**src/rtl/i2c_pkg.sv**
```systemverilog
// ----------------------------------------------------------------------------
// i2c_pkg
// Shared constants for the I2C FIFO/status slice:
//   DATA_W      - byte width of the FIFO data path
//   FIFO_DEPTH  - default number of entries per FIFO
//   ST_*        - bit positions inside status_reg
//   STATUS_RST  - status_reg value straight out of reset (both FIFOs empty)
//   err_bits_t  - layout of the sticky error nibble status_reg[3:0]
// ----------------------------------------------------------------------------
package i2c_pkg;

   localparam int DATA_W     = 8;
   localparam int FIFO_DEPTH = 4;

   localparam int ST_TX_FULL  = 7;
   localparam int ST_TX_EMPTY = 6;
   localparam int ST_RX_FULL  = 5;
   localparam int ST_RX_EMPTY = 4;
   localparam int ST_TX_OVF   = 3;
   localparam int ST_RX_OVF   = 2;
   localparam int ST_TX_UNF   = 1;
   localparam int ST_RX_UNF   = 0;

   localparam logic [7:0] STATUS_RST = 8'h50;

   typedef struct packed {
      logic tx_ovf;
      logic rx_ovf;
      logic tx_unf;
      logic rx_unf;
   } err_bits_t;

endpackage : i2c_pkg

```
**src/rtl/i2c_sync_fifo.sv**
```systemverilog
// ----------------------------------------------------------------------------
// i2c_sync_fifo
// Single-clock show-ahead FIFO used for both the TX and RX byte paths.
// Ports:
//   PCLK, PRESET        clock and synchronous active-high reset
//   wr_en, wr_data      push strobe and byte
//   rd_en, rd_data      pop strobe and current head byte (0 while empty)
//   full, empty         occupancy flags derived from the registered pointers
//   ovf_pulse           push dropped because the FIFO was full with no pop
//   unf_pulse           pop requested while the FIFO was empty
// Pointers carry one extra wrap bit so full and empty stay distinguishable.
// ----------------------------------------------------------------------------
module i2c_sync_fifo #(
   parameter int DATA_W = 8,
   parameter int DEPTH  = 4
) (
   input  logic              PCLK,
   input  logic              PRESET,
   input  logic              wr_en,
   input  logic [DATA_W-1:0] wr_data,
   input  logic              rd_en,
   output logic [DATA_W-1:0] rd_data,
   output logic              full,
   output logic              empty,
   output logic              ovf_pulse,
   output logic              unf_pulse
);

   localparam int              ADDR_W  = $clog2(DEPTH);
   localparam logic [ADDR_W:0] DEPTH_C = (ADDR_W + 1)'(DEPTH);
   localparam logic [ADDR_W:0] PTR_ONE = {{ADDR_W{1'b0}}, 1'b1};

   logic [ADDR_W:0]   wr_ptr_r;
   logic [ADDR_W:0]   rd_ptr_r;
   logic [ADDR_W:0]   count_s;
   logic              full_s;
   logic              empty_s;
   logic              push_s;
   logic              pop_s;
   logic [DATA_W-1:0] rd_data_s;
   logic [DATA_W-1:0] mem_r [DEPTH];

   // Occupancy, accepted strobes and error pulses from the registered pointers
   always_comb begin
      count_s = wr_ptr_r - rd_ptr_r;
      full_s  = (count_s == DEPTH_C);
      empty_s = (count_s == {(ADDR_W + 1){1'b0}});
      // A pop while full frees the slot the push lands in, so both proceed.
      push_s  = wr_en && (!full_s || rd_en);
      // Only an empty FIFO refuses a pop; a same-cycle push cannot feed it.
      pop_s   = rd_en && !empty_s;
      if (empty_s) begin
         rd_data_s = {DATA_W{1'b0}};
      end else begin
         rd_data_s = mem_r[rd_ptr_r[ADDR_W-1:0]];
      end
   end

   // Read and write pointers
   always_ff @(posedge PCLK) begin
      if (PRESET) begin
         wr_ptr_r <= {(ADDR_W + 1){1'b0}};
         rd_ptr_r <= {(ADDR_W + 1){1'b0}};
      end else begin
         if (push_s) begin
            wr_ptr_r <= wr_ptr_r + PTR_ONE;
         end else begin
            wr_ptr_r <= wr_ptr_r;
         end
         if (pop_s) begin
            rd_ptr_r <= rd_ptr_r + PTR_ONE;
         end else begin
            rd_ptr_r <= rd_ptr_r;
         end
      end
   end

   // Storage array; contents survive reset, the pointers make them invisible
   always_ff @(posedge PCLK) begin
      if (push_s && !PRESET) begin
         mem_r[wr_ptr_r[ADDR_W-1:0]] <= wr_data;
      end
   end

   assign rd_data   = rd_data_s;
   assign full      = full_s;
   assign empty     = empty_s;
   assign ovf_pulse = wr_en && full_s && !rd_en;
   assign unf_pulse = rd_en && empty_s;

endmodule : i2c_sync_fifo

```
**src/rtl/i2c_fifo_status.sv**
```systemverilog
// ----------------------------------------------------------------------------
// i2c_fifo_status
// TX and RX byte FIFOs between the APB register block and the I2C engine,
// plus the 8-bit status register read by APB.
// Ports:
//   PCLK, PRESET              clock and synchronous active-high reset
//   tx_wr_en, tx_wr_data      APB push into the TX FIFO
//   tx_rd_en, tx_rd_data      I2C engine pop / show-ahead TX head
//   rx_wr_en, rx_wr_data      I2C engine push into the RX FIFO
//   rx_rd_en, rx_rd_data      APB pop / show-ahead RX head
//   err_clr                   clears the sticky error nibble
//   status_reg                {TX_full, TX_empty, RX_full, RX_empty,
//                              TX_ovf, RX_ovf, TX_unf, RX_unf}
// ----------------------------------------------------------------------------
module i2c_fifo_status #(
   parameter int DATA_W = i2c_pkg::DATA_W,
   parameter int DEPTH  = i2c_pkg::FIFO_DEPTH
) (
   input  logic              PCLK,
   input  logic              PRESET,
   input  logic              tx_wr_en,
   input  logic [DATA_W-1:0] tx_wr_data,
   input  logic              tx_rd_en,
   output logic [DATA_W-1:0] tx_rd_data,
   input  logic              rx_wr_en,
   input  logic [DATA_W-1:0] rx_wr_data,
   input  logic              rx_rd_en,
   output logic [DATA_W-1:0] rx_rd_data,
   input  logic              err_clr,
   output logic [7:0]        status_reg
);

   import i2c_pkg::*;

   logic      tx_full_s;
   logic      tx_empty_s;
   logic      tx_ovf_s;
   logic      tx_unf_s;
   logic      rx_full_s;
   logic      rx_empty_s;
   logic      rx_ovf_s;
   logic      rx_unf_s;
   err_bits_t err_set_s;
   err_bits_t err_r;
   logic [7:0] status_s;

   i2c_sync_fifo #(
      .DATA_W (DATA_W),
      .DEPTH  (DEPTH)
   ) u_tx_fifo (
      .PCLK      (PCLK),
      .PRESET    (PRESET),
      .wr_en     (tx_wr_en),
      .wr_data   (tx_wr_data),
      .rd_en     (tx_rd_en),
      .rd_data   (tx_rd_data),
      .full      (tx_full_s),
      .empty     (tx_empty_s),
      .ovf_pulse (tx_ovf_s),
      .unf_pulse (tx_unf_s)
   );

   i2c_sync_fifo #(
      .DATA_W (DATA_W),
      .DEPTH  (DEPTH)
   ) u_rx_fifo (
      .PCLK      (PCLK),
      .PRESET    (PRESET),
      .wr_en     (rx_wr_en),
      .wr_data   (rx_wr_data),
      .rd_en     (rx_rd_en),
      .rd_data   (rx_rd_data),
      .full      (rx_full_s),
      .empty     (rx_empty_s),
      .ovf_pulse (rx_ovf_s),
      .unf_pulse (rx_unf_s)
   );

   // Collect this cycle's error events in sticky-nibble order
   always_comb begin
      err_set_s.tx_ovf = tx_ovf_s;
      err_set_s.rx_ovf = rx_ovf_s;
      err_set_s.tx_unf = tx_unf_s;
      err_set_s.rx_unf = rx_unf_s;
   end

   // Sticky error bits: a new event wins over a same-cycle clear
   always_ff @(posedge PCLK) begin
      if (PRESET) begin
         err_r <= err_bits_t'(STATUS_RST[3:0]);
      end else if (err_clr) begin
         err_r <= err_set_s;
      end else begin
         err_r <= err_r | err_set_s;
      end
   end

   // Status register assembly from FIFO flags and sticky bits
   always_comb begin
      status_s              = 8'h00;
      status_s[ST_TX_FULL]  = tx_full_s;
      status_s[ST_TX_EMPTY] = tx_empty_s;
      status_s[ST_RX_FULL]  = rx_full_s;
      status_s[ST_RX_EMPTY] = rx_empty_s;
      status_s[ST_TX_OVF]   = err_r.tx_ovf;
      status_s[ST_RX_OVF]   = err_r.rx_ovf;
      status_s[ST_TX_UNF]   = err_r.tx_unf;
      status_s[ST_RX_UNF]   = err_r.rx_unf;
   end

   assign status_reg = status_s;

endmodule : i2c_fifo_status
```
**config.mk**
```make
export PLATFORM = sky130hd
export DESIGN_NAME = i2c_fifo_status
export DESIGN_NICKNAME = d
export VERILOG_FILES = /design/src/rtl/i2c_pkg.sv /design/src/rtl/i2c_sync_fifo.sv /design/src/rtl/i2c_fifo_status.sv
export SDC_FILE = /design/constraint.sdc
export NUM_CORES = 1
export LEC_CHECK = 0
export ABC_CLOCK_PERIOD_IN_PS = 4800
export BUFFER_PORTS_ARGS = -buffer_cell sky130_fd_sc_hd__buf_4
export CORE_MARGIN = 5
export CORE_UTILIZATION = 57
export DETAILED_ROUTE_END_ITERATION = 12
export PLACE_DENSITY = 0.86
export SLEW_MARGIN = 20
export SYNTH_ARGS = -nofsm -noshare
export SYNTH_HDL_FRONTEND = slang
export SYNTH_HIERARCHICAL = 1
export SYNTH_SLANG_ARGS = --single-unit
```
**constraint.sdc**
```tcl
create_clock -name PCLK -period 4.8 [get_ports PCLK]
set_input_delay 0.48 -clock PCLK [delete_from_list [all_inputs] [get_ports PCLK]]
set_output_delay 0.48 -clock PCLK [all_outputs]
set_load 0.02 [all_outputs]
```
# Word-level counts from Yosys, hierarchy flattened
# Memory sizes are Yosys's and may differ from the RTL's. A register that Yosys moved wholly into a read port is not among the register bits.
# Index checks and enable logic that the tools add are counted.
# totals
out_inout_bits	24
mem_count	2
register_bits	16
mem_bits_rw	64
elab_cells	53
# classes
mux	11
bitwise	1
n_addsub	6
reduce_logical	23
eq_ne	2
# mem_list
name	depth	word_bits	read_ports	rd_clocked_by_memory_dff	write_ports	line	source
u_rx_fifo.mem_r	4	8	1	1	1	i2c_sync_fifo.sv:41	logic [DATA_W-1:0] mem_r [DEPTH];
u_tx_fifo.mem_r	4	8	1	1	1	i2c_sync_fifo.sv:41	
# op_table
op	n
2-to-1 mux 8 bit	2
adder 3 x 1 -> 3 bit (second input constant)	4
logical AND 1 bit	12
2-to-1 mux 2 bit	4
zero test 1 bit	7
== test 3 bit (second input constant)	2
zero test 3 bit	2
subtractor 3 bit	2
2-to-1 mux 1 bit	4
2-to-1 mux 4 bit	1
bitwise OR 4 bit	1
logical OR 1 bit	2

# Longest topological paths before layout
# Gate-level depths: netlist (run 1).
# logic_depth
word_depth	8
mapped_depth	7

# Modules after synthesis
# The synthesis (run 1) kept the hierarchy.
# by_module_without_submodules
mod	cells_per_inst	instances	area_each_um2
i2c_sync_fifo	122	2	1801.7
i2c_fifo_status	20	1	170.2

# Least setup slack after synthesis (run 1)
# OpenSTA, ideal clock, no wires.
# synth_timing
path_kind	register -> output
start	reg u_rx_fifo.wr_ptr_r[0]
end	out rx_rd_data[0]
path_stages_with_launch	7
t_arrival_ns	1.581
setup_slack_ns	2.739
n_path_buf	0
path_cell_list	dfxtp_1 -> inv_1 -> ha_1 -> nor2b_1 -> xnor2_2 -> nor2_2 -> nor2b_1
# synth_via
elab_chain_cells	3
# synth_lines
item	line	source
start: declaration	i2c_sync_fifo.sv:33	logic [ADDR_W:0] wr_ptr_r;
start signal: assignment	i2c_sync_fifo.sv:62	wr_ptr_r <= {(ADDR_W + 1){1'b0}};
start signal: assignment	i2c_sync_fifo.sv:66	wr_ptr_r <= wr_ptr_r + PTR_ONE;
start signal: assignment	i2c_sync_fifo.sv:68	wr_ptr_r <= wr_ptr_r;
subtractor 3 bit	i2c_sync_fifo.sv:45	count_s = wr_ptr_r - rd_ptr_r;
zero test 3 bit	i2c_sync_fifo.sv:47	empty_s = (count_s == {(ADDR_W + 1){1'b0}});
net rx_empty_s	i2c_fifo_status.sv:40	logic rx_empty_s;
2-to-1 mux 8 bit	i2c_sync_fifo.sv:52	if (empty_s) begin
end: declaration	i2c_fifo_status.sv:28	output logic [DATA_W-1:0] rx_rd_data,
# The timed path passes the listed nets, and every way through them passes these cells.

# Worst setup path after layout (run 1)
# layout_timing
start	reg u_tx_fifo.wr_ptr_r[0]
end	out tx_rd_data[3]
# layout_via
elab_chain_cells	3
# layout_lines
item	line	source
start: declaration	i2c_sync_fifo.sv:33	
start signal: assignment	i2c_sync_fifo.sv:62	
start signal: assignment	i2c_sync_fifo.sv:66	
start signal: assignment	i2c_sync_fifo.sv:68	
subtractor 3 bit	i2c_sync_fifo.sv:45	
zero test 3 bit	i2c_sync_fifo.sv:47	
2-to-1 mux 8 bit	i2c_sync_fifo.sv:52	
end: declaration	i2c_fifo_status.sv:24	output logic [DATA_W-1:0] tx_rd_data,
# Every way passes these cells.

==> results.toml, run 1 <==
[status]
status = "completed"

[global_route]
grt_max_degree = 37
grt_pass1_wl_microns = 10600
grt.busiest_layer = "met2"
use_met1 = 0.214
met2_usage = 0.252
grt_pass1_vias = 2192
antenna_found_initial = 0
overflow = 0
use_met3 = 0.0380
track_usage = 0.161

[synth]
synth.cell_area_sq_um = 3770
synth.distinct_cells = 29
yosysSeqAreaShare = 0.615
syn_avg_cell_area_sq_um = 14.3
yosysWarningCount = 6
syn_inst = 264
synth_top_area_cell = "edfxtp_1"
synth_top_area_share = 0.509
synth.area.top_cells = "edfxtp_1 51%, dfxtp_1 11%, mux4_2 9.5%"
syn-num-nets = 301
ys_seq_elements = 84

[clocking]
cts_resized = 0
clk_pin_slew_ns = 0.08
clock_latency_ns = 0.34
clock-root-buffer = "clkbuf_8"
ctsHtreeMaxLevel = 3
post-cts-setup-buffer-count = 0
cts_tree = "yes"
cts_made_buffers = 9
clockBufferDepth = 2
cts_sinks = 84
ctsHoldBuffers = 0

[worst_setup_path]
crit_end = "tx_rd_data[3]"
arrival_ns = 2.24
startpoint_type = "register"
critPathSlowestCell = "nor2_2"
worstPathCellList = "inv_1 > ha_1 > nor2b_1 > xnor2_2 > nor2_2 > nor2b_1 > buf_4"
cp.required_ns = 4.32
r2r_slack_ns = 2.47
reg2reg_from = "u_tx_fifo/wr_ptr_r[0]$_SDFFE_PP0P_"
r2r_cells = 6
max_stage_delay_ns = 0.37
crit_start = "u_tx_fifo/wr_ptr_r[0]$_SDFFE_PP0P_"
reg2reg_to = "u_tx_fifo/mem_r[1][7]$_DFFE_PP_"
crit_top_cell = "nor2b_1"
critPathKind = "register to primary output"
cp-end-kind = "primary output"
crit_path_max_fanout = 9

[floorplanning]
dieArea_sq_um = 8350
rows = 29
die_y_microns = 91.4
boundaryPins = 47
start_util = 0.591
die_x_microns = 91.4
core_sq_um = 6390

[min_path]
hp-class = "primary input to register"

[timing]
hold_viol = 0
fin_setup_tns_ns = 0
fmax_ghz = 0.368
worstMarginPinSlew_ns = 0.541
slew_viol_final = 0
setup_viol = 0
setup_ws_ns = 2.08
grt_setup_unrepaired = "no"
slew_headroom = 0.639
finClkSkew_ns = 0.0132
min_period_ns = 2.72
fin_crit_sh = 0.566

[finish]
fill_cells = 454
drive_above_1_share = 0.279
final_area_sq_um = 4320
finalNetCount = 344
antennaDiodeCount = 0
syn_to_final_growth_pct = 14.5

[routing]
via_count = 2239
drt-initial-drc-count = 96
ant_nets = 0
drc_errors = 0
first_pass_iters = 4
routedWlPerCell_microns = 16.2
via_per_inst = 5.76
wirelength_microns = 6310

[power]
power.density_nw_per_um2 = 539
power_mw = 2.33
irDropWorstVdd_uv = 338
p_leak_nw = 1.59

[placement]
placed_area_sq_um = 4150
dpl_worst_slack_ns = 2.42
gp_congestion = 0.843
hpwl_microns = 4450
port_buffers = 46

[flow_run]
max_cap_viol_count = 0
## cell type report
cell class              count  area (sq um)  area share
clock buffers              10           128      0.0295
inverters                  14          52.6      0.0122
clock inverters             6          47.5      0.0110
well taps                  77          96.3      0.0223
flip-flops and latches     84          2320       0.538
repair buffers             46           345      0.0799
multi-input cells         152          1330       0.308
## per-stage QoR
step                      instances  hold slack, ns   util
final                           389           0.334  0.677
after global routing            389           0.305  0.677
after CTS                       389           0.313  0.677
after detailed placement        373           0.467  0.649
after global placement          373           0.460  0.649
after floorplan                 264           0.482      -
## cells in the mapped netlist
cell type and number:
a21oi_1 8, a21oi_2 2, a31oi_1 6, and2_1 2
and3_1 12, buf_1 2, buf_4 4, clkbuf_1 6
clkbuf_2 2, dfxtp_1 20, edfxtp_1 64, ha_1 14
inv_1 14, mux2_1 6, mux4_2 16, nand2_1 10
nand2b_1 4, nand3_1 8, nor2_1 8, nor2_2 2
nor2b_1 24, nor3_1 12, nor4_1 2, o2111ai_1 2
o21ai_0 2, o311ai_1 4, o31ai_1 2, xnor2_2 4
xor2_2 2
## report_power, final
| part | internal, mW | switching [mW] |
|---|---|---|
| sequential | 0.866 | 0.0797 |
| clock | 0.191 | 0.251 |
| combinational | 0.410 | 0.531 |
| total | 1.47 | 0.862 |
## routing by layer
layer	routed length [microns]	vias to the layer above
li1	-	1071
met1	2780	1104
met2	3130	57
met3	329	7
met4	72	0
met5	0	-
## kinds of logic after synthesis
kind of cell | after synthesis | synth area share
simple gates | 84 | 0.121
flops | 84 | 0.615
buf+inv | 28 | 0.0325
compound gates | 26 | 0.0458
mux | 22 | 0.113
fa+ha+maj | 14 | 0.0464
xor+xnor | 6 | 0.0259
## cells in the final DEF (no fill, tap or decap)
| cell type | count |
|---|---|
| nand2b_1 | 4 |
| nor2_2 | 2 |
| clkbuf_1 | 1 |
| inv_1 | 14 |
| o21ai_0 | 2 |
| and2_1 | 2 |
| a21oi_1 | 8 |
| o31ai_1 | 2 |
| clkbuf_8 | 9 |
| nand2_1 | 10 |
| nor2_1 | 8 |
| mux2_1 | 6 |
| ha_1 | 14 |
| nand3_1 | 8 |
| inv_6 | 2 |
| a21oi_2 | 2 |
| dfxtp_1 | 20 |
| o311ai_1 | 4 |
| and3_1 | 12 |
| o2111ai_1 | 2 |
| a31oi_1 | 6 |
| xor2_2 | 2 |
| xnor2_2 | 4 |
| clkinvlp_4 | 4 |
| edfxtp_1 | 64 |
| mux4_2 | 16 |
| nor3_1 | 12 |
| nor2b_1 | 24 |
| buf_4 | 46 |
| nor4_1 | 2 |
## worst min-delay path by stage
stage               depth (start not counted)                         endpoint                                from  slack (ns)
floorplan                                   2                         register  u_rx_fifo/rd_ptr_r[1]$_SDFFE_PP0P_        0.48
global placement                            2         status_reg[1]$_SDFF_PP0_            status_reg[1]$_SDFF_PP0_        0.46
detailed placement                          2         status_reg[3]$_SDFF_PP0_            status_reg[3]$_SDFF_PP0_        0.47
CTS                                         1  u_rx_fifo/mem_r[0][3]$_DFFE_PP_                       rx_wr_data[3]        0.31
global route                                1  u_rx_fifo/mem_r[0][3]$_DFFE_PP_                       rx_wr_data[3]        0.31
finish                                      1  u_rx_fifo/mem_r[0][3]$_DFFE_PP_                       rx_wr_data[3]        0.33
## critical path: cells and delay by family, from the launching register on
kind                       cells  cell delay [ns]
and+or+nand+nor                3             0.81
xor gates and xnor gates       1             0.21
DFF                            1             0.33
buffers and inverters          2             0.37
adders and majority gates      1             0.17
Power figures use the tool's default switching activity.
==> run 2: changes to the inputs <==
Settings changed: ABC_CLOCK_PERIOD_IN_PS 4800 to 2200, CORE_UTILIZATION 57 to 52, PLACE_DENSITY 0.86 to 0.83.
Clock period 4.8 ns to 2.2 ns, I/O delays scaled along.
==> run 2 against run 1 <==
  * Clock skew is 0.0036 ns lower
  * Worst hold slack got worse by 0.27 ns
  * Clock power grew to 2.5 times the previous value
  * Non-clock buffer count is 8 higher
  * Critical path type is now register to register
==> results.toml, run 2 (same netlist as run 1, synthesis figures left out) <==
[global_route]
grt_max_degree = 37
grt_pass1_wl_microns = 10900
grt_pass1_vias = 2294
track_usage = 0.160
antenna_found_initial = 0
overflow = 0

[min_path]
hp-start = "tx_wr_data[4]"
hp-class = "primary input to register"

[timing]
fin_crit_sh = 0.922
min_period_ns = 2.03
finClkSkew_ns = 0.00957
slew_headroom = 0.711
slew_viol_final = 0
hold_viol = 0
worstMarginPinSlew_ns = 0.434
fmax_ghz = 0.493
fin_hold_ws_ns = 0.0646
setup_ws_ns = 0.171
setup_viol = 0
grt_setup_unrepaired = "no"
fin_setup_tns_ns = 0

[placement]
hpwl_microns = 4770
port_buffers = 46
gp_congestion = 0.818
dpl_worst_slack_ns = 0.149
placed_cells = 403
placed_area_sq_um = 4230

[floorplanning]
boundaryPins = 47
rows = 31
start_util = 0.526
core_sq_um = 7180
dieArea_sq_um = 9060
die_y_microns = 95.2
die_x_microns = 95.2

[routing]
drc_errors = 0
routedWlPerCell_microns = 16.3
first_pass_iters = 4
via_per_inst = 5.44
wirelength_microns = 6880
ant_nets = 0
drt-initial-drc-count = 137
via_count = 2291

[clocking]
clock_latency_ns = 0.35
clock-root-buffer = "clkbuf_8"
clk_pin_slew_ns = 0.09
cts_tree = "yes"
cts_sinks = 84
clockBufferDepth = 2
ctsHtreeMaxLevel = 3
cts_made_buffers = 9
ctsHoldBuffers = 0

[worst_setup_path]
critPathSlowestCell = "and3_1"
cp-end-kind = "register"
max_stage_delay_ns = 0.47
crit_start = "u_rx_fifo/wr_ptr_r[0]$_SDFFE_PP0P_"
cp.required_ns = 2.20
arrival_ns = 2.03
critPathKind = "register to register"
startpoint_type = "register"
worstPathCellList = "inv_2 > ha_1 > nor2b_4 > xnor2_4 > a21oi_1 > and3_1"
reg2reg_from = "u_rx_fifo/wr_ptr_r[0]$_SDFFE_PP0P_"
crit_path_max_fanout = 8

[flow_run]
max_cap_viol_count = 0

[finish]
fill_cells = 521
regArea_sq_um = 2320
syn_to_final_growth_pct = 19.4
multi_input_area_sq_um = 1400
finalNetCount = 354
final_common_cell = "edfxtp_1"
fin_util = 0.628
final_area_sq_um = 4510
final_cell_mix = "64 x edfxtp_1, 54 x buf_4, 22 x nor2b_1, 20 x dfxtp_1, 16 x mux4_2"
fin_cells = 421
drive_above_1_share = 0.329
antennaDiodeCount = 0

[power]
power_mw = 5.53
p_leak_nw = 1.67
power.density_nw_per_um2 = 1230
irDropWorstVdd_uv = 539

[status]
status = "completed"
-- run 2: cell types whose count changed in the layout (fill, tap and decap cells not counted), sizes merged --
cell | before | now
buf | 46 | 54
nor2 | 10 | 12
bufinv | 0 | 1
clkinvlp | 4 | 2
clkbuf | 10 | 9
clkinv | 0 | 1
inv | 16 | 17
-- run 2: cell type report --
class | instances | share of cell area
sequential | 84 | 0.515
multi-input combinational | 154 | 0.310
timing repair buffer | 54 | 0.0900
clock buffer | 9 | 0.0275
tap | 99 | 0.0275
clock inverter | 7 | 0.0183
inverter | 14 | 0.0117
-- run 2: repair_timing --
item	CTS	global route
buffers inserted	0	0
gates resized for setup	2	12
hold endpoints to repair	0	0
setup endpoints to repair	17	69
gates cloned	0	2
pin swaps	0	4
-- run 2: path summary, 6_finish.rpt --
kind	endpoint	slack [ns]	cells after the start
worst max-delay path	u_rx_fifo/mem_r[3][5]$_DFFE_PP_	0.17	6
worst min-delay path	u_tx_fifo/mem_r[3][4]$_DFFE_PP_	0.06	1
worst max register to register	u_rx_fifo/mem_r[3][5]$_DFFE_PP_	0.17	6
worst min register to register	status_reg[1]$_SDFF_PP0_	0.48	2
-- run 2: metal layers --
metal / GRT usage / vias up / wire length, microns
li1: - / 1100 / -
met1: 0.208 / 1120 / 2920
met2: 0.261 / 63 / 3550
met3: 0.0418 / 8 / 332
met4: 0.0541 / 0 / 83
met5: 0 / - / 0
-- run 2: where the power goes --
part	total, mW	internal (mW)	switching [mW]
logic	2.41	1.06	1.35
registers	2.00	1.89	0.114
clock network	1.12	0.542	0.574
total	5.53	3.49	2.04
-- run 2: worst max-delay path, delay by kind of cell, from the launching register on --
kind | cells | cell delay (ns)
buffers and inverters | 1 | 0.09
XOR/XNOR | 1 | 0.17
adder cells (fa/ha/maj) | 1 | 0.20
AO/OA/AOI/OAI | 1 | 0.23
flip-flops | 1 | 0.38
AND/OR/NAND/NOR | 2 | 0.61
